--- src/rtl/mem_port_arbiter.sv ---
`default_nettype none
// ============================================================================
// Module   : mem_port_arbiter
// Brief    : Round-robin arbiter sharing one lower memory port among
//            N_CLIENTS requesters, with a watchdog abort for stalled
//            transactions.
// Revision : 1.0 - initial release
// ============================================================================
module mem_port_arbiter #(
    parameter int N_CLIENTS = 4,
    parameter int ADDR_W    = 32,
    parameter int DATA_W    = 32,
    parameter int TIMEOUT   = 1024
) (
    input  logic                                clk,
    input  logic                                reset,
    input  logic [N_CLIENTS-1:0]                req_read,
    input  logic [N_CLIENTS-1:0]                req_write,
    input  logic [N_CLIENTS*ADDR_W-1:0]         req_addr,
    input  logic [N_CLIENTS*DATA_W-1:0]         req_data,
    input  logic [N_CLIENTS*(DATA_W/8)-1:0]     req_data_en,
    output logic [N_CLIENTS-1:0]                client_hit,
    output logic [N_CLIENTS-1:0]                client_done,
    output logic [N_CLIENTS-1:0]                client_err,
    output logic [DATA_W-1:0]                   client_data_o,
    output logic [ADDR_W-1:0]                   lower_addr,
    output logic [DATA_W-1:0]                   lower_data_i,
    output logic [DATA_W/8-1:0]                 lower_data_en,
    output logic                                lower_read_en,
    output logic                                lower_write_en,
    input  logic                                lower_hit,
    input  logic                                lower_done,
    input  logic [DATA_W-1:0]                   lower_data_o,
    output logic                                busy,
    output logic [$clog2(N_CLIENTS)-1:0]        grant_id
);

    localparam int c_id_w = $clog2(N_CLIENTS);
    localparam int c_be_w = DATA_W / 8;
    localparam int c_wd_w = $clog2(TIMEOUT);
    localparam logic [c_wd_w-1:0]    c_wd_last = c_wd_w'(TIMEOUT - 1);
    localparam logic [N_CLIENTS-1:0] c_one     = N_CLIENTS'(1);

    typedef enum logic [0:0] {
        S_IDLE = 1'b0,
        S_BUSY = 1'b1
    } state_t;

    state_t                 r_state;
    logic [c_id_w-1:0]      r_ptr;
    logic [c_id_w-1:0]      r_grant;
    logic [c_wd_w-1:0]      r_wd;
    logic [N_CLIENTS-1:0]   r_hit;
    logic [N_CLIENTS-1:0]   r_done;
    logic [N_CLIENTS-1:0]   r_err;
    logic [DATA_W-1:0]      r_cdata;
    logic [ADDR_W-1:0]      r_laddr;
    logic [DATA_W-1:0]      r_ldata;
    logic [c_be_w-1:0]      r_lbe;
    logic                   r_lrd;
    logic                   r_lwr;

    logic [N_CLIENTS-1:0]   w_req;
    logic                   w_any;
    logic [c_id_w-1:0]      w_winner;
    logic [c_id_w-1:0]      w_next_ptr;

    function automatic logic [c_id_w-1:0] f_wrap(input int v);
        f_wrap = c_id_w'(v % N_CLIENTS);
    endfunction

    assign w_req      = req_read | req_write;
    assign w_next_ptr = f_wrap(int'(r_grant) + 1);

    // Scan downward so the last hit kept is the first requester at or after r_ptr.
    always_comb begin
        w_any    = 1'b0;
        w_winner = '0;
        for (int k = N_CLIENTS - 1; k >= 0; k--) begin
            if (w_req[f_wrap(int'(r_ptr) + k)]) begin
                w_any    = 1'b1;
                w_winner = f_wrap(int'(r_ptr) + k);
            end
        end
    end

    always_ff @(posedge clk or posedge reset) begin
        if (reset) begin
            r_state <= S_IDLE;
            r_ptr   <= '0;
            r_grant <= '0;
            r_wd    <= '0;
            r_hit   <= '0;
            r_done  <= '0;
            r_err   <= '0;
            r_cdata <= '0;
            r_laddr <= '0;
            r_ldata <= '0;
            r_lbe   <= '0;
            r_lrd   <= 1'b0;
            r_lwr   <= 1'b0;
        end else begin
            r_hit  <= '0;
            r_done <= '0;
            r_err  <= '0;
            case (r_state)
                S_IDLE: begin
                    if (w_any) begin
                        r_grant <= w_winner;
                        r_laddr <= req_addr[int'(w_winner)*ADDR_W +: ADDR_W];
                        r_ldata <= req_data[int'(w_winner)*DATA_W +: DATA_W];
                        r_lbe   <= req_data_en[int'(w_winner)*c_be_w +: c_be_w];
                        r_lwr   <= req_write[w_winner];
                        r_lrd   <= !req_write[w_winner] && req_read[w_winner];
                        r_hit   <= c_one << w_winner;
                        r_wd    <= '0;
                        r_state <= S_BUSY;
                    end
                end
                S_BUSY: begin
                    // Completion takes priority over both accept and watchdog.
                    if (lower_done) begin
                        r_lrd   <= 1'b0;
                        r_lwr   <= 1'b0;
                        r_done  <= c_one << r_grant;
                        r_cdata <= lower_data_o;
                        r_ptr   <= w_next_ptr;
                        r_state <= S_IDLE;
                    end else if (r_wd == c_wd_last) begin
                        r_lrd   <= 1'b0;
                        r_lwr   <= 1'b0;
                        r_done  <= c_one << r_grant;
                        r_err   <= c_one << r_grant;
                        r_cdata <= '0;
                        r_ptr   <= w_next_ptr;
                        r_state <= S_IDLE;
                    end else begin
                        r_wd <= r_wd + 1'b1;
                        if (lower_hit) begin
                            r_lrd <= 1'b0;
                            r_lwr <= 1'b0;
                        end
                    end
                end
                default: r_state <= S_IDLE;
            endcase
        end
    end

    assign client_hit     = r_hit;
    assign client_done    = r_done;
    assign client_err     = r_err;
    assign client_data_o  = r_cdata;
    assign lower_addr     = r_laddr;
    assign lower_data_i   = r_ldata;
    assign lower_data_en  = r_lbe;
    assign lower_read_en  = r_lrd;
    assign lower_write_en = r_lwr;
    assign busy           = (r_state == S_BUSY);
    assign grant_id       = r_grant;

endmodule
`default_nettype wire

--- config.mk ---
export PLATFORM = sky130hd
export DESIGN_NAME = mem_port_arbiter
export DESIGN_NICKNAME = d
export VERILOG_FILES = /design/src/rtl/mem_port_arbiter.sv
export SDC_FILE = /design/constraint.sdc
export NUM_CORES = 1
export LEC_CHECK = 0
export CORE_AREA = 3 3 168 170
export DETAILED_ROUTE_END_ITERATION = 10
export DIE_AREA = 0 0 171 173
export DONT_BUFFER_PORTS = 1
export GPL_TIMING_DRIVEN = 0
export MAX_ROUTING_LAYER = met4
export SLEW_MARGIN = 20
export SYNTH_ARGS = -nofsm -noshare
export SYNTH_HDL_FRONTEND = slang
export SYNTH_SLANG_ARGS = --single-unit
--- constraint.sdc ---
create_clock -name clk -period 5.57 [get_ports clk]
set_input_delay 0.8355 -clock clk [delete_from_list [all_inputs] [get_ports clk]]
set_output_delay 0.8355 -clock clk [all_outputs]
set_load 0.02 [all_outputs]
# After elaboration in Yosys (flattened, before gate mapping)

Cells that the tools add are included.

Flip-flop bits (word level): 129
Input bits: 316
Output and inout port bits: 117
Logic and storage cells: 88

Add/sub/neg operators: 5
$lt $le $gt $ge: 5
Eq/ne operators: 5
Shift operators: 5
Multiplexer cells: 46
Bitwise gates (word level): 2
Reductions and logical operators: 7

Operators by type and width:

| kind                                                                         | number |
|---|---|
| 128-bit by 8-bit variable part select with 32-bit output                     | 2 |
| 32-bit 2-to-1 mux                                                            | 2 |
| 10-bit 2-to-1 mux                                                            | 3 |
| 4-bit 2-to-1 mux                                                             | 7 |
| 10-bit one-hot mux with 2 select lines                                       | 1 |
| 1-bit 2-to-1 mux                                                             | 18 |
| 16-bit by 5-bit variable part select with 4-bit output                       | 1 |
| 2-bit by 3-bit less-than comparator with 1-bit output, second input constant | 5 |
| 1-bit binary-select mux with 2-bit select                                    | 6 |
| 2-bit 2-to-1 mux                                                             | 6 |
| 10-bit by 1-bit adder with 10-bit output, second input constant              | 1 |
| 10-bit == test, second input constant                                        | 1 |
| 1-bit by 2-bit << shifter with 4-bit output, first input constant            | 2 |
| 2-bit inequality test, second input constant                                 | 3 |
| 1-bit one-hot mux with 2 select lines                                        | 3 |
| 2-bit AND reduction                                                          | 3 |
| 2-bit by 1-bit adder with 2-bit output, second input constant                | 2 |
| 2-bit adder, second input constant                                           | 2 |
| 4-bit by 3-bit inequality test with 1-bit output, second input constant      | 1 |
| 4-bit bitwise OR                                                             | 1 |
| 3-bit AND reduction                                                          | 1 |
| 2-bit nonzero test                                                           | 1 |
| 1-bit logical AND                                                            | 1 |
| 1-bit zero test                                                              | 1 |
| 1-bit NOT                                                                    | 1 |

# Logic depth before layout (Yosys ltp)

Depth in word-level cells: 13
Gate-level depth with buffers: 10
Depth with buffers taken out: 7

# Worst setup path before layout

No wires, ideal clock.

Path kind: input to register
From: input port req_write[3]
To: register r_ldata[14], in the netlist lower_data_i[14]
Setup time: 0.137 ns
Arrival time: 2.258 ns
Path slack: 3.175 ns
Cell stages on the path: 7
Cells stage by stage: nor2_1 > a211o_1 > buf_6 > buf_6 > mux2_4 > a222oi_1 > a21oi_1

Cells in the longest elaborated chain, start to end: 8
Elaborated cells on any way between the ends: 19
Classes of those cells: shift (1); mux (16); bitwise (1); reduce/logical (1)

RTL lines:

| what                                                                                                   | line | text |
|---|---|---|
| start, declared                                                                                        | 18   | `input logic [N_CLIENTS-1:0] req_write,` |
| 4-bit bitwise OR *                                                                                     | 72   | `assign w_req = req_read \| req_write;` |
| 1-bit binary-select mux with 2-bit select                                                              | 80   | `if (w_req[f_wrap(int'(r_ptr) + k)]) begin` |
| 1-bit 2-to-1 mux (not written as such)                                                                 | 80   |  |
| 2-bit 2-to-1 mux / 1-bit 2-to-1 mux (equally long branches) (4 in a row)                               | 80   |  |
| 128-bit by 8-bit variable part select with 32-bit output / 2-bit AND reduction (equally long branches) | n/a  |  |
| end signal, assigned                                                                                   | 111  | `r_ldata <= req_data[int'(w_winner)*DATA_W +: DATA_W];` |
| end, declared                                                                                          | 58   | `logic [DATA_W-1:0] r_ldata;` |

Mark *: on every way between the ends. The rest lies on a longest branch, timed or not. The select of a mux whose other input is x is not followed.
A chain may end at the register's enable or synchronous reset.

# Worst setup path in the final report

From: input port req_write[3]
To: register r_ldata[10], in the netlist lower_data_i[10]

Same word-level chain as after synthesis.

==> impl_metrics.yaml <==
synth:
  synth_top_area_share: 0.490
  ys_async_sr_fraction: 1.00
  syn_avg_cell_area_um2: 9.93
  synth-seq-area-share: 0.490
  synth_nets: 985
  yosysWarnings: 0
  synth_largest_area_cell: "dfrtp_1"
  synth_seq_cells: 129
  ys_dominant_reg_cell: "dfrtp_1"
  synth_edf_count: 0
  yosysUniqueCellTypes: 43
  synth_area_leaders: "dfrtp_1, a221o_1, a21oi_1, o22a_1, nand2_1"
  synth_cells: 664
  synth_area_um2: 6590
global_routing:
  grt_use_total: 0.181
  grt_max_degree: 84
  antenna_found_initial: 2
  grt_pass1_vias: 5862
  grt_pass1_wl_mm: 38.5
  overflow: 0
floorplan:
  coreArea_um2: 26900
  die_w_um: 171
  ios: 433
  die-area_um2: 29600
  fp.dieH_um: 173
  rows: 60
  initial_core_util: 0.245
clocking:
  cts_tree: "built"
  cts-root-buf: "clkbuf_16"
  post_cts_buffers: 0
  cts_resized: 0
  path_clk_slew_ns: 0.07
  insertion_delay_ns: 0.42
  cts-hold-fix-buffers: 0
  clk_path_buf_depth: 2
  clock_sinks: 129
  cts_buffers: 17
  htree_levels: 4
timing:
  worst_slew_pin_slew_ns: 0.844
  timing_hold_violations_final: 0
  post-route-period-util: 0.489
  rsz0062_at_grt: "false"
  fin_tns_setup_ns: 0
  fmax_ghz: 0.367
  min_period_ns: 2.72
  skew_ns: 0.0139
  finalMaxSlewViolations: 0
  setup_violations: 0
  slew_headroom: 0.438
placement:
  io_buffers: 0
  hpwl_mm: 20.9
  dpl-instance-area_um2: 7070
  dp_cells: 1007
  place.gp.congestion: 0.840
power:
  vdd_drop_max_mv: 0.233
  fin_total_pwr_w: 0.00562
  leakage_nw: 3.15
  powerDensity_nw_per_um2: 733
cells_and_area:
  fin_nets: 1006
  layout_common_cells: "dfrtp_1, nand2_1, a21oi_1, a221o_1, o22a_1"
  nFillCells: 2849
  area_delta_synth_final_pct: 16.2
  multiInputGateArea_um2: 3060
  seq_area_um2: 3230
  final_cell_area_um2: 7660
  final_util: 0.285
  drive_above_1_share: 0.122
  final_cells: 1041
  layout_commonest_cell: "dfrtp_1"
critical_path:
  arrival_ns: 3.07
  worstPathCellList: "nor2_1 -> a21boi_1 -> o21ai_2 -> clkbuf_1 -> nand2_1 -> a21oi_1 -> o22a_1"
  crit_slowest_cell: "o21ai_2"
  crit_required_ns: 5.92
  critical_path.max_fanout: 10
  max_stage_delay_ns: 0.62
  critPathLaunchType: "input port"
  end_kind: "flop"
  criticalPathCategory: "input port to flop"
detailed_routing:
  drt_iter0_markers: 513
  wl_per_cell_um: 26.5
  wl_mm: 27.6
  drt_first_pass_iters: 7
  via_per_inst: 5.59
  vias: 5818
  remaining_drc_errors: 0
  antenna_left: 0
flow_run:
  maxCapViolations: 0
run_status:
  status: "complete, no violations"
hold_path:
  hold_class: "input port to async pin"
==> area by class of cell <==
class	count	share of cell area
flip-flops and latches	129	0.421
multi-input cells	466	0.400
well taps	341	0.0557
clock buffers	17	0.0555
plain buffers	61	0.0367
clock inverters	15	0.0207
inverters	8	0.00490
repair buffers	2	0.00457
diodes	2	0.000653
==> power by group <==
part	internal, W	switching [W]	leakage [nW]	total, W
Clock	0.000638	0.000518	0.291	0.00116
Combinational	0.000900	0.00134	1.32	0.00224
Sequential	0.00136	0.000854	1.55	0.00222
==> path summary, 6_finish.rpt <==
| path | startpoint | to | slack (ns) | cells past startpoint |
|---|---|---|---|---|
| max reg2reg | r_ptr[0] | lower_data_i[10] | 3.00 | 8 |
| min | reset | lower_addr[30] | 0.25 | 1 |
| max | req_write[3] | lower_data_i[10] | 2.85 | 7 |
| min in group clk | r_wd[0] | r_wd[0] | 0.54 | 1 |
| min reg2reg | r_wd[0] | r_wd[0] | 0.54 | 1 |
| max in group asynchronous | reset | lower_addr[20] | 4.59 | 2 |
==> logic make-up (layout without fill, tap and decap cells) <==
kind of cell / count (synthesis) / after routing / synth area share
other cells: 0 / 2 / 0
xor+xnor: 8 / 8 / 0.0106
buf+inv: 69 / 103 / 0.0473
fa+ha+maj: 5 / 5 / 0.00949
mux: 18 / 18 / 0.0338
simple gates: 180 / 180 / 0.114
flops: 129 / 129 / 0.490
compound gates: 255 / 255 / 0.295
==> cell usage after synthesis, types with 6 or more instances <==
master / n
o22a_1: 45
clkbuf_1: 32
a222oi_1: 23
o21ai_0: 7
buf_2: 24
nand2_1: 104
mux2_2: 10
inv_1: 8
mux2_4: 6
nor2_1: 44
dfrtp_1: 129
nor3_1: 12
a22o_1: 33
a21oi_1: 85
a221o_1: 45
==> metrics by stage <==
stage / hold slack [ns] / setup slack (ns)
finish: 0.253 / 2.85
global route: 0.254 / 2.66
CTS: 0.244 / 2.74
detailed placement: 0.533 / 2.31
global placement: 0.511 / -0.308
floorplan: 0.488 / 1.29
==> flip-flops by register name, indices dropped and copies added (netlist names) <==
signal,count
lower_data_i,32
lower_data_en,4
client_err,4
r_wd,10
lower_write_en,1
client_data_o,32
client_hit,4
lower_read_en,1
client_done,4
busy,1
grant_id,2
lower_addr,32
r_ptr,2
==> worst max-delay path, delay by kind of cell <==
kind	cells	cell delay, ns
AO/OA/AOI/OAI	4	1.16
AND/OR/NAND/NOR	2	0.55
buffers and inverters	1	0.53
==> per-layer routing <==
layer / vias to the layer above / GRT usage / wire length [µm]
met2: 320 / 0.318 / 14200
met5: - / - / 0
met1: 2926 / 0.203 / 10800
li1: 2550 / - / -
met3: 22 / 0.0526 / 2240
met4: 0 / 0.0426 / 345
(Power assumes the default switching activity.)
